==> config.mk <==
export PLATFORM = sky130hd
export DESIGN_NAME = pipe_stall_ctrl
export DESIGN_NICKNAME = d
export VERILOG_FILES = /design/src/rtl/pipe_stall_ctrl_pkg.sv /design/src/rtl/pipe_stall_ctrl_md_busy_counter.sv /design/src/rtl/pipe_stall_ctrl.sv
export SDC_FILE = /design/constraint.sdc
export NUM_CORES = 1
export LEC_CHECK = 0
export BUFFER_PORTS_ARGS = -buffer_cell sky130_fd_sc_hd__buf_4
export CORE_MARGIN = 2
export CORE_UTILIZATION = 53
export CTS_CLUSTER_DIAMETER = 200
export DETAILED_ROUTE_END_ITERATION = 16
export PLACE_DENSITY = 0.89
export SLEW_MARGIN = 20
export SYNTH_ARGS = -nofsm -noshare
export SYNTH_HDL_FRONTEND = slang
export SYNTH_SLANG_ARGS = --single-unit
export TNS_END_PERCENT = 5
==> constraint.sdc <==
create_clock -name clk -period 6.4 [get_ports clk]
set_clock_uncertainty 0.05 [all_clocks]
set_input_delay 0.64 -clock clk [delete_from_list [all_inputs] [get_ports clk]]
set_output_delay 0.64 -clock clk [all_outputs]
set_load 0.01 [all_outputs]
==> src/rtl/pipe_stall_ctrl_pkg.sv <==
// rtl/pipe_stall_ctrl_pkg.sv - shared constants and helpers for the pipeline stall controller
//
// Purpose: latency constants for the mult/div unit, the "operand not read"
//          Tuse encoding, and counter widths shared by the top and sub-module.
package pipe_stall_ctrl_pkg;

    localparam int         MULT_CYCLES = 5;
    localparam int         DIV_CYCLES  = 10;
    localparam logic [1:0] TUSE_NONE   = 2'd3;
    localparam int         STALL_CNT_W = 16;
    localparam int         MD_CNT_W    = 4;

    // Busy length loaded into the mult/div counter when an operation starts.
    function automatic logic [MD_CNT_W-1:0] md_load(input logic is_div);
        return is_div ? MD_CNT_W'(DIV_CYCLES) : MD_CNT_W'(MULT_CYCLES);
    endfunction

endpackage

==> src/rtl/pipe_stall_ctrl_md_busy_counter.sv <==
// rtl/pipe_stall_ctrl_md_busy_counter.sv - mult/div occupancy down-counter
//
// Purpose: models the latency of the iterative mult/div unit. A start seen
//          while idle loads the operation length; busy is high while the
//          count is nonzero.
// Ports:
//   clk     in   rising-edge clock
//   reset   in   asynchronous active-high reset
//   start   in   mult/div instruction in E this cycle
//   is_div  in   with start: 1 = div/divu, 0 = mult/multu
//   busy    out  unit occupied (flop-derived only)
module md_busy_counter
    import pipe_stall_ctrl_pkg::*;
(
    input  logic clk,
    input  logic reset,
    input  logic start,
    input  logic is_div,
    output logic busy
);

    logic [MD_CNT_W-1:0] cnt_q;
    logic [MD_CNT_W-1:0] cnt_d;

    // A start arriving while the count is still running is a protocol
    // violation; it is dropped so the running operation keeps its timing.
    always_comb begin
        cnt_d = cnt_q;
        if (cnt_q != '0) begin
            cnt_d = cnt_q - 1'b1;
        end else if (start) begin
            cnt_d = md_load(is_div);
        end
    end

    always_ff @(posedge clk or posedge reset) begin
        if (reset) begin
            cnt_q <= '0;
        end else begin
            cnt_q <= cnt_d;
        end
    end

    assign busy = (cnt_q != '0);

endmodule

==> src/rtl/pipe_stall_ctrl.sv <==
// rtl/pipe_stall_ctrl.sv - D-stage hazard detection and stall generation
//
// Purpose: detects read-after-write hazards that forwarding cannot cover and
//          mult/div structural hazards, freezes PC and D, bubbles E, and counts
//          stalled cycles with a saturating counter.
// Ports:
//   clk, reset                 clock, asynchronous active-high reset
//   rs_D, rt_D                 source registers of the D instruction
//   Tuse_rs_D, Tuse_rt_D       cycles until each source is needed (3 = unused)
//   md_D                       D instruction uses the mult/div unit
//   RegWrite_E, A3_E, Tnew_E   E-stage producer
//   RegWrite_M, A3_M, Tnew_M   M-stage producer
//   start_E, is_div_E          mult/div operation launching in E
//   en_PC, en_D, clr_E         pipeline register controls
//   busy                       mult/div unit occupied
//   stall_cnt                  saturating stalled-cycle count
module pipe_stall_ctrl
    import pipe_stall_ctrl_pkg::*;
(
    input  logic                   clk,
    input  logic                   reset,
    input  logic [4:0]             rs_D,
    input  logic [4:0]             rt_D,
    input  logic [1:0]             Tuse_rs_D,
    input  logic [1:0]             Tuse_rt_D,
    input  logic                   md_D,
    input  logic                   RegWrite_E,
    input  logic [4:0]             A3_E,
    input  logic [1:0]             Tnew_E,
    input  logic                   RegWrite_M,
    input  logic [4:0]             A3_M,
    input  logic [1:0]             Tnew_M,
    input  logic                   start_E,
    input  logic                   is_div_E,
    output logic                   en_PC,
    output logic                   en_D,
    output logic                   clr_E,
    output logic                   busy,
    output logic [STALL_CNT_W-1:0] stall_cnt
);

    logic                   md_busy;
    logic                   data_stall;
    logic                   md_stall;
    logic                   stall;
    logic [STALL_CNT_W-1:0] stall_cnt_q;
    logic [STALL_CNT_W-1:0] stall_cnt_d;

    md_busy_counter u_md_busy_counter (
        .clk    (clk),
        .reset  (reset),
        .start  (start_E),
        .is_div (is_div_E),
        .busy   (md_busy)
    );

    // A stall is needed only when the value is required before the producer
    // can forward it. $zero is never a real dependency.
    function automatic logic raw_hazard(
        input logic [4:0] src,
        input logic [1:0] tuse,
        input logic       we,
        input logic [4:0] dst,
        input logic [1:0] tnew
    );
        return (tuse != TUSE_NONE) && we && (dst != 5'd0) &&
               (dst == src) && (tuse < tnew);
    endfunction

    always_comb begin
        data_stall = 1'b0;
        md_stall   = 1'b0;
        stall      = 1'b0;

        data_stall = raw_hazard(rs_D, Tuse_rs_D, RegWrite_E, A3_E, Tnew_E) ||
                     raw_hazard(rs_D, Tuse_rs_D, RegWrite_M, A3_M, Tnew_M) ||
                     raw_hazard(rt_D, Tuse_rt_D, RegWrite_E, A3_E, Tnew_E) ||
                     raw_hazard(rt_D, Tuse_rt_D, RegWrite_M, A3_M, Tnew_M);

        // start_E covers the launch cycle, before the counter reports busy.
        md_stall = md_D && (md_busy || start_E);
        stall    = data_stall || md_stall;
    end

    always_comb begin
        stall_cnt_d = stall_cnt_q;
        if (stall && (stall_cnt_q != {STALL_CNT_W{1'b1}})) begin
            stall_cnt_d = stall_cnt_q + 1'b1;
        end
    end

    always_ff @(posedge clk or posedge reset) begin
        if (reset) begin
            stall_cnt_q <= '0;
        end else begin
            stall_cnt_q <= stall_cnt_d;
        end
    end

    assign en_PC     = ~stall;
    assign en_D      = ~stall;
    assign clr_E     = stall;
    assign busy      = md_busy;
    assign stall_cnt = stall_cnt_q;

endmodule

# Word level (Yosys, flattened, before mapping)
# Index checks and enable logic that the tools add are counted.
[op_classes] addsub=2 n_reduce_logical=27 mux=3 n_eq_ne=7 n_bitwise=1 n_lt_le_gt_ge=4
[op_table] op="$eq 5x5->1" count=4
[op_table] op="$logic_and 1x1->1" count=18
[op_table] op="$add 16x1->16 const B" count=1
[op_table] op="$ne 16x16->1 const B" count=1
[op_table] op="$mux 4" count=3
[op_table] op="$reduce_bool 5->1" count=2
[op_table] op="$lt 2x2->1" count=4
[op_table] op="$logic_or 1x1->1" count=5
[op_table] op="$ne 2x2->1 const B" count=2
[op_table] op="$reduce_bool 4->1" count=1
[op_table] op="$sub 4x1->4 const B" count=1
[op_table] op="$reduce_bool 2->1" count=1
[op_table] op="$not 1->1" count=1
[word_totals] out_inout_bits=20 elab_cells=46 register_bits=20 in_bits=35

# Depth between registers and ports, before layout
# Gate-level depths: netlist (run 1).
[logic_depth] word_depth=10 mapped_depth=11

# By module
# Synthesis (run 1) repeated with hierarchy kept, for this count alone.
[hier_totals] cells_unflattened=152 area_unflattened_um2=1477.7
[modules_own_cells] mod="pipe_stall_ctrl" cells_per_inst=126 instances=1 area_each_um2=1241.2
[modules_own_cells] mod="md_busy_counter" cells_per_inst=26 instances=1 area_each_um2=236.5

# Worst setup path before layout (run 1)
# OpenSTA, ideal clock, no wires.
[synth_path] kind="input to output" from="in A3_M[1]" to="out clr_E" arrival_time_ns=1.941 required_ns=5.710 slack_ns=3.769 path_stages=6 path_cell_list="or4_1 > o21a_1 > a41oi_2 > o211a_4 > inv_4 > buf_6"
[synth_between] elab_chain_cells=8 elab_cells_between_ends=13 classes_between="2 x eq/ne; 11 x reduce/logical"
[synth_rtl] element="from (decl)" line="pipe_stall_ctrl.sv:31" text="input logic [4:0] A3_M,"
[synth_rtl] element="$reduce_bool 5->1" line="pipe_stall_ctrl.sv:66" text="return (tuse != TUSE_NONE) && we && (dst != 5'd0) &&"
[synth_rtl] element="$logic_and 1x1->1 (2 in a row)" line="pipe_stall_ctrl.sv:66"
[synth_rtl] element="$logic_and 1x1->1" line="pipe_stall_ctrl.sv:67" text="(dst == src) && (tuse < tnew);"
[synth_rtl] element="$logic_or 1x1->1" line="pipe_stall_ctrl.sv:75" text="data_stall = raw_hazard(rs_D, Tuse_rs_D, RegWrite_E, A3_E, Tnew_E) ||"
[synth_rtl] element="$logic_or 1x1->1" line="pipe_stall_ctrl.sv:76" text="raw_hazard(rs_D, Tuse_rs_D, RegWrite_M, A3_M, Tnew_M) ||"
[synth_rtl] element="$logic_or 1x1->1 (*)" line="pipe_stall_ctrl.sv:77" text="raw_hazard(rt_D, Tuse_rt_D, RegWrite_E, A3_E, Tnew_E) ||"
[synth_rtl] element="$logic_or 1x1->1 (*)" line="pipe_stall_ctrl.sv:82" text="stall = data_stall || md_stall;"
[synth_rtl] element="to (decl)" line="pipe_stall_ctrl.sv:37" text="output logic clr_E,"
# Mark *: on every way between the ends. The rest lies on a longest branch, timed or not.

# Final worst setup path (run 1)
[layout_path] from="reg u_md_busy_counter.cnt_q[0]" to="out clr_E"
[layout_between] elab_chain_cells=4
[layout_rtl] element="from (decl)" line="pipe_stall_ctrl_md_busy_counter.sv:22" text="logic [MD_CNT_W-1:0] cnt_q;"
[layout_rtl] element="from (signal assigned)" line="pipe_stall_ctrl_md_busy_counter.sv:40" text="cnt_q <= cnt_d;"
[layout_rtl] element="$reduce_bool 4->1" line="pipe_stall_ctrl_md_busy_counter.sv:44" text="assign busy = (cnt_q != '0);"
[layout_rtl] element="$logic_or 1x1->1" line="pipe_stall_ctrl.sv:81" text="md_stall = md_D && (md_busy || start_E);"
[layout_rtl] element="$logic_and 1x1->1" line="pipe_stall_ctrl.sv:81"
[layout_rtl] element="$logic_or 1x1->1" line="pipe_stall_ctrl.sv:82"
# Every way passes these cells.

==> results of run 1 <==
## power groups by stage
| stage | logic [W] | registers (W) | clock network (W) |
|---|---|---|---|
| 6_report | 0.000209 | 0.000195 | 0.000101 |
| 2_1_floorplan | 0.000117 | 0.000200 | 0 |
| 3_5_place_dp | 0.000210 | 0.000197 | 0 |
| 3_3_place_gp | 0.000197 | 0.000192 | 0 |
| 4_1_cts | 0.000212 | 0.000194 | 0.000100 |
| 5_1_grt | 0.000233 | 0.000200 | 0.000107 |
## stage by stage
stage	instances	total power, W
2_1_floorplan	156	0.000317
3_3_place_gp	235	0.000389
3_5_place_dp	235	0.000407
4_1_cts	239	0.000507
5_1_grt	239	0.000539
6_report	239	0.000505
## worst paths after layout
kind,cells after the start,slack [ns],end,start
worst min-delay path,2,0.41,stall_cnt[4]$_DFFE_PP0P_,reset
worst min register to register,1,0.45,stall_cnt[8]$_DFFE_PP0P_,stall_cnt[8]$_DFFE_PP0P_
max in group asynchronous,2,5.43,stall_cnt[11]$_DFFE_PP0P_,reset
worst max-delay path,8,3.36,clr_E,u_md_busy_counter.cnt_q[0]$_DFFE_PP0N_
min in group clk,1,0.45,stall_cnt[8]$_DFFE_PP0P_,stall_cnt[8]$_DFFE_PP0P_
worst max register to register,9,3.89,stall_cnt[14]$_DFFE_PP0P_,u_md_busy_counter.cnt_q[0]$_DFFE_PP0N_
## cells in the mapped netlist
cell | n | share of area
nand4_1 | 7 | 0.029
a41oi_2 | 1 | 0.011
inv_4 | 1 | 0.0042
o211a_4 | 1 | 0.012
nor2_1 | 9 | 0.023
ha_1 | 6 | 0.050
o21a_1 | 3 | 0.015
nand3_1 | 3 | 0.010
mux2i_1 | 1 | 0.0067
clkbuf_2 | 1 | 0.0034
inv_1 | 6 | 0.015
xor2_1 | 10 | 0.059
buf_2 | 1 | 0.0034
nand4_2 | 2 | 0.017
nor2b_1 | 1 | 0.0042
nand2b_1 | 5 | 0.021
a21oi_1 | 7 | 0.023
a32oi_1 | 1 | 0.0059
nor4_1 | 1 | 0.0042
nand2_1 | 7 | 0.018
buf_4 | 1 | 0.0050
a22oi_1 | 1 | 0.0050
mux2_2 | 1 | 0.0075
and2_1 | 2 | 0.0084
xnor2_1 | 22 | 0.13
and3_1 | 6 | 0.025
clkbuf_1 | 2 | 0.0050
nand3_2 | 6 | 0.040
or4_1 | 2 | 0.010
or3b_1 | 1 | 0.0059
nor3_1 | 1 | 0.0034
or3_1 | 1 | 0.0042
o21ai_0 | 6 | 0.020
and4_1 | 3 | 0.018
a211oi_1 | 4 | 0.020
dfrtp_1 | 20 | 0.34
mux2_1 | 2 | 0.015
buf_6 | 1 | 0.0075
## layer usage
layer  up-vias  GRT usage  share of wire
met5         -          0              0
li1        656          -              -
met1       628      0.274           0.39
met4         0     0.0930          0.022
met2        56      0.461           0.51
met3         8     0.0295          0.076
## kinds of logic after synthesis
kind of cell	after synthesis	share of synthesized area
adders and majority gates	6	0.0503
buffers and inverters	13	0.0436
and+or+nand+nor	57	0.241
DFF	20	0.336
AOI/OAI and AO/OA	24	0.112
muxes	4	0.0294
xor gates and xnor gates	32	0.188
## layout make-up
cell class                 instances  share of cell area
tap                               31              0.0199
clock buffer                       3              0.0115
inverter                           7              0.0147
sequential                        20               0.256
clock inverter                     1              0.0154
timing repair buffer              54               0.208
multi-input combinational        123               0.474
## cell usage in the layout (no fill, tap or decap), types with 2 or more instances in the layout
cell	Yosys	layout
nand4_2	2	2
a211oi_1	4	4
xnor2_1	22	22
and3_1	6	6
nand3_2	6	6
o21a_1	3	3
and2_1	2	2
nand3_1	3	3
clkbuf_4	0	3
or4_1	2	2
nand2b_1	5	5
a21oi_1	7	7
nand2_1	7	7
o21ai_0	6	6
nand4_1	7	7
buf_4	1	54
xor2_1	10	10
nor2_1	9	9
and4_1	3	3
mux2_1	2	2
dfrtp_1	20	20
inv_1	6	6
ha_1	6	6
## state kept, by name, indices dropped and copies added, names as in the netlist
| signal | count |
|---|---|
| u_md_busy_counter.cnt_q | 4 |
| stall_cnt | 16 |
==> results.json, run 1 <==
{
  "cts_made_buffers": 3,
  "cp_data_arrival_time_ns": 2.35,
  "avgViaCountPerCell": 5.64,
  "synth_nets": 197,
  "track_usage": 0.243,
  "drv_slew": 0,
  "num-fill-cells": 199,
  "min_period_ns": 3.04,
  "cts_num_sinks": 20,
  "io_pins": 55,
  "ys_ff_latch": 20,
  "worst_slew_pin_slew_ns": 0.740,
  "status": "finished clean",
  "final_core_util": 0.720,
  "netlist_area_um2": 1490,
  "cp_max_fo": 16,
  "place_area_um2": 1900,
  "first_pass_iters": 4,
  "p_per_area_nw_per_um2": 259,
  "cts_tree": "yes",
  "routed_wl_um": 3780,
  "clock_path_buffers": 2,
  "vias": 1348,
  "p_sw_frac": 0.348,
  "avgSynthCellArea_um2": 9.56,
  "ys_warn_count": 0,
  "grt_max_degree": 21,
  "fp.coreArea_um2": 2710,
  "clkPwrFrac": 0.200,
  "pwr-share-comb": 0.414,
  "die_width_um": 57.0,
  "finalInstanceArea_um2": 1950,
  "hold_path_class": "primary input to async pin",
  "die-area_um2": 3250,
  "slew_headroom": 0.506,
  "hold_buffers": 0,
  "p_seq_frac": 0.386,
  "root_buffer": "clkbuf_4",
  "drc": 0,
  "start_util": 0.550,
  "post_drt_wl_per_cell_um": 15.8,
  "critPathKind": "flop to output pin",
  "peakVddDrop_v": 0.000351,
  "start_kind": "flop",
  "nets": 250,
  "cpLargestDelayFamily": "compound AO/OA/AOI/OAI gates",
  "slowest_stage": "or3b_1",
  "cts.repair.resized": 0,
  "ys_types": 38,
  "syn-instance-count": 156,
  "antenna_found_initial": 0,
  "cp_num_buf_inv": 3,
  "clkTransAtPathRegs_ns": 0.11,
  "layout-drive-gt1-share": 0.337,
  "pre_cts_slack_ns": 3.55,
  "setup_viol": 0,
  "htree_levels": 1,
  "drv_cap": 0,
  "insertion_delay_ns": 0.29,
  "place_congestion": 0.887,
  "fmax_mhz": 328,
  "intPower_w": 0.000329,
  "grt_pass1_vias": 1394,
  "setup_ws_ns": 3.36,
  "p_switching_w": 0.000176,
  "die_h_um": 57.0,
  "fin_setup_tns_ns": 0,
  "end_kind": "output pin",
  "grt_first_pass_wirelength_um": 6200,
  "hold_violations": 0,
  "antenna_cells": 0,
  "worstPathCellList": "inv_1 > ha_1 > or3b_1 > o21a_1 > a41oi_2 > o211a_4 > inv_4 > buf_4",
  "cts_setup_buffers": 0,
  "cpPeakStageDelay_ns": 0.45,
  "portBuffers": 54,
  "seq_area_frac_synth": 0.336,
  "grt_setup_unrepaired": "false",
  "dp_hpwl_um": 2980,
  "min_period_over_period": 0.476,
  "drtAntennaViolNets": 0,
  "crit_required_ns": 5.71,
  "multiInputGateArea_um2": 926,
  "drt_iter0_markers": 59,
  "seqCellArea_um2": 500,
  "grt-ovfl-total": 0,
  "power_leakage_nw": 0.892,
  "areaGrowthSynthToFinish_pct": 30.9,
  "whs_ns": 0.411,
  "std_cell_rows": 19
}
Note: power is estimated with default switching activity, not from simulation.
==> run 2: changes to the inputs <==
--- a/config.mk
+++ b/config.mk
@@ -5,12 +5,13 @@
 export SDC_FILE = /design/constraint.sdc
 export NUM_CORES = 1
 export LEC_CHECK = 0
+export ABC_AREA = 1
 export BUFFER_PORTS_ARGS = -buffer_cell sky130_fd_sc_hd__buf_4
 export CORE_MARGIN = 2
-export CORE_UTILIZATION = 53
+export CORE_UTILIZATION = 51
 export CTS_CLUSTER_DIAMETER = 200
 export DETAILED_ROUTE_END_ITERATION = 16
-export PLACE_DENSITY = 0.89
+export PLACE_DENSITY = 0.84
 export SLEW_MARGIN = 20
 export SYNTH_ARGS = -nofsm -noshare
 export SYNTH_HDL_FRONTEND = slang
==> constraint.sdc (replaced) <==
create_clock -name clk -period 3.15 [get_ports clk]
set_clock_uncertainty 0.05 [all_clocks]
set_input_delay 0.315 -clock clk [delete_from_list [all_inputs] [get_ports clk]]
set_output_delay 0.315 -clock clk [all_outputs]
set_load 0.01 [all_outputs]
==> run 2 against run 1 <==
Compared with the run above: critical path depth rose by 4; global-route usage fell by 3.6 points; combinational power rose by 94%; sequential power rose by 86%; first-iteration DRC count rose by 66%; area after synthesis rose by 17%; largest cell class unchanged; sequential share of layout area fell by 2.8 points; clock power rose by 16%; register-to-register slack got worse by 2.9 ns; non-clock buffer count did not move; final cell count rose by 52%; critical path type unchanged.
==> results.json, run 2 <==
{
  "status": "finished clean",
  "cts_made_buffers": 3,
  "fmax_mhz": 385,
  "syn-instance-count": 266,
  "power_w": 0.000885,
  "p_seq_frac": 0.409,
  "multiInputGateArea_um2": 1040,
  "synth_flop_cell": "dfrtp_1",
  "netlist_area_um2": 1750,
  "seq_area_frac_synth": 0.286,
  "grt-ovfl-total": 0,
  "die_h_um": 62.5,
  "htree_levels": 1,
  "synth_largest_area_cell": "dfrtp_1",
  "use_met3": 0.0288,
  "avgSynthCellArea_um2": 6.57,
  "drv_cap": 0,
  "synth-xor-area-share": 0.130,
  "hold_buffers": 0,
  "cp_max_fo": 22,
  "synthMuxAreaShare": 0,
  "worst_slew_pin_slew_ns": 0.736,
  "start_kind": "flop",
  "min_period_over_period": 0.824,
  "antenna_found_initial": 0,
  "worstPathCellList": "inv_1 > ha_1 > nand2_2 > nor2_2 > inv_2 > or2_4 > nand2_1 > nand2_1 > nor2_2 > nand2_2 > inv_1 > buf_4",
  "grt_max_degree": 23,
  "cts.repair.resized": 0,
  "root_buffer": "clkbuf_4",
  "clkPwrFrac": 0.132,
  "synthAdderAreaFrac": 0.0429,
  "post_drt_wl_per_cell_um": 10.1,
  "clock_path_buffers": 2,
  "slowest_stage": "dfrtp_1",
  "pwr-share-comb": 0.459,
  "cts_tree": "yes",
  "final_common_cell": "nand2_1",
  "grt_pass1_vias": 1705,
  "met2_usage": 0.372,
  "intPower_w": 0.000540,
  "synth_top_area_share": 0.286,
  "fin_setup_tns_ns": 0,
  "slew_headroom": 0.509,
  "layout-drive-gt1-share": 0.223,
  "end_kind": "output pin",
  "peakVddDrop_v": 0.000145,
  "final_cell_mix": "78 x nand2_1, 54 x buf_4, 40 x inv_1",
  "seqCellArea_um2": 500,
  "cts_num_sinks": 20,
  "drtAntennaViolNets": 0,
  "grt_use_met1": 0.267,
  "grt_most_used_layer": "met2",
  "p_switching_w": 0.000345,
  "min_period_ns": 2.60,
  "portBuffers": 54,
  "synth_area_leaders": "dfrtp_1 29%, nand2_1 17%, inv_1 8.6%",
  "synth_top_cells_by_count": "78 x nand2_1, 40 x inv_1, 30 x nor2_1",
  "synth-compound-area-share": 0.0301,
  "ys_ff_latch": 20,
  "num-fill-cells": 333,
  "finalInstanceArea_um2": 2190,
  "place_congestion": 0.798,
  "cts_setup_buffers": 0,
  "async_flop_share": 1.00,
  "std_cell_rows": 21,
  "drv_slew": 0,
  "power_leakage_nw": 1.21,
  "clkTransAtPathRegs_ns": 0.10,
  "crit_required_ns": 2.78,
  "synth_nets": 307,
  "synth-edff-count": 0,
  "insertion_delay_ns": 0.29,
  "fp.coreArea_um2": 3310,
  "hold_violations": 0,
  "die_width_um": 62.5,
  "hold_path_class": "primary input to async pin",
  "critPathKind": "flop to output pin",
  "grt_setup_unrepaired": "false",
  "start_util": 0.528,
  "place_area_um2": 2170,
  "dp_hpwl_um": 3100,
  "nets": 361,
  "ys_types": 25,
  "routed_wl_um": 3690,
  "synth_most_common_cell": "nand2_1",
  "cp_data_arrival_time_ns": 2.23,
  "drc": 0,
  "vias": 1732,
  "ys_warn_count": 0,
  "largest_reg_flops": 16,
  "cpPeakStageDelay_ns": 0.38,
  "track_usage": 0.207,
  "drt_iter0_markers": 98,
  "grt_first_pass_wirelength_um": 6800,
  "p_sw_frac": 0.389,
  "avgViaCountPerCell": 4.76,
  "synth_top_family_by_area": "simple AND/OR/NAND/NOR gates",
  "p_per_area_nw_per_um2": 404,
  "die-area_um2": 3910,
  "io_pins": 55,
  "antenna_cells": 0,
  "areaGrowthSynthToFinish_pct": 25.3,
  "first_pass_iters": 4,
  "setup_viol": 0,
  "yosys.area_share.simple": 0.392
}
## run 2: stage by stage
stage	hold WS, ns	cells	setup WS (ns)	util
detailed placement	0.440	361	0.882	0.655
CTS	0.122	364	0.553	0.662
global placement	0.433	361	0.986	0.655
floorplan	0.229	266	1.02	-
global route	0.164	364	0.351	0.662
finish	0.0917	364	0.554	0.662
## run 2: path summary, 6_finish.rpt
path	from	endpoint	slack [ns]	depth (start not counted)
worst min-delay path	reset	u_md_busy_counter.cnt_q[3]$_DFFE_PP0N_	0.09	2
worst min register to register	stall_cnt[15]$_DFFE_PP0P_	stall_cnt[15]$_DFFE_PP0P_	0.48	2
worst max-delay path	u_md_busy_counter.cnt_q[0]$_DFFE_PP0N_	en_PC	0.55	12
max in group asynchronous	reset	stall_cnt[12]$_DFFE_PP0P_	2.50	2
worst max register to register	u_md_busy_counter.cnt_q[0]$_DFFE_PP0N_	stall_cnt[3]$_DFFE_PP0P_	0.99	13
min in group clk	start_E	u_md_busy_counter.cnt_q[0]$_DFFE_PP0N_	0.26	3
## run 2: power by group through the flow
stage	Combinational [W]	Clock, W	Sequential (W)
after global placement	0.000392	0	0.000363
after CTS	0.000412	0.000117	0.000361
final	0.000406	0.000117	0.000362
after detailed placement	0.000412	0	0.000366
after global routing	0.000469	0.000133	0.000370
after floorplan	0.000258	0	0.000369
## run 2: final cells by class
cell class,instances,area share
multi-input cells,197,0.475
flip-flops and latches,20,0.228
repair buffers,54,0.185
inverters,44,0.0754
well taps,46,0.0263
clock buffers,3,0.0103
## run 2: kinds of logic after synthesis
| logic type | count (synthesis) |
|---|---|
| and+or+nand+nor | 155 |
| buffers and inverters | 49 |
| xor gates and xnor gates | 26 |
| DFF | 20 |
| AOI/OAI and AO/OA | 10 |
| adders and majority gates | 6 |
## run 2: critical path: cells and delay by family, from the launching register on
family        cells  cell delay (ns)
simple gates      7             0.90
fa+ha+maj         1             0.19
buf+inv           4             0.46
flops             1             0.38
## run 2: layer usage
layer	vias up	wire length, um
met5	-	0
met4	0	31
met3	4	174
met2	45	1820
met1	765	1670
li1	918	-
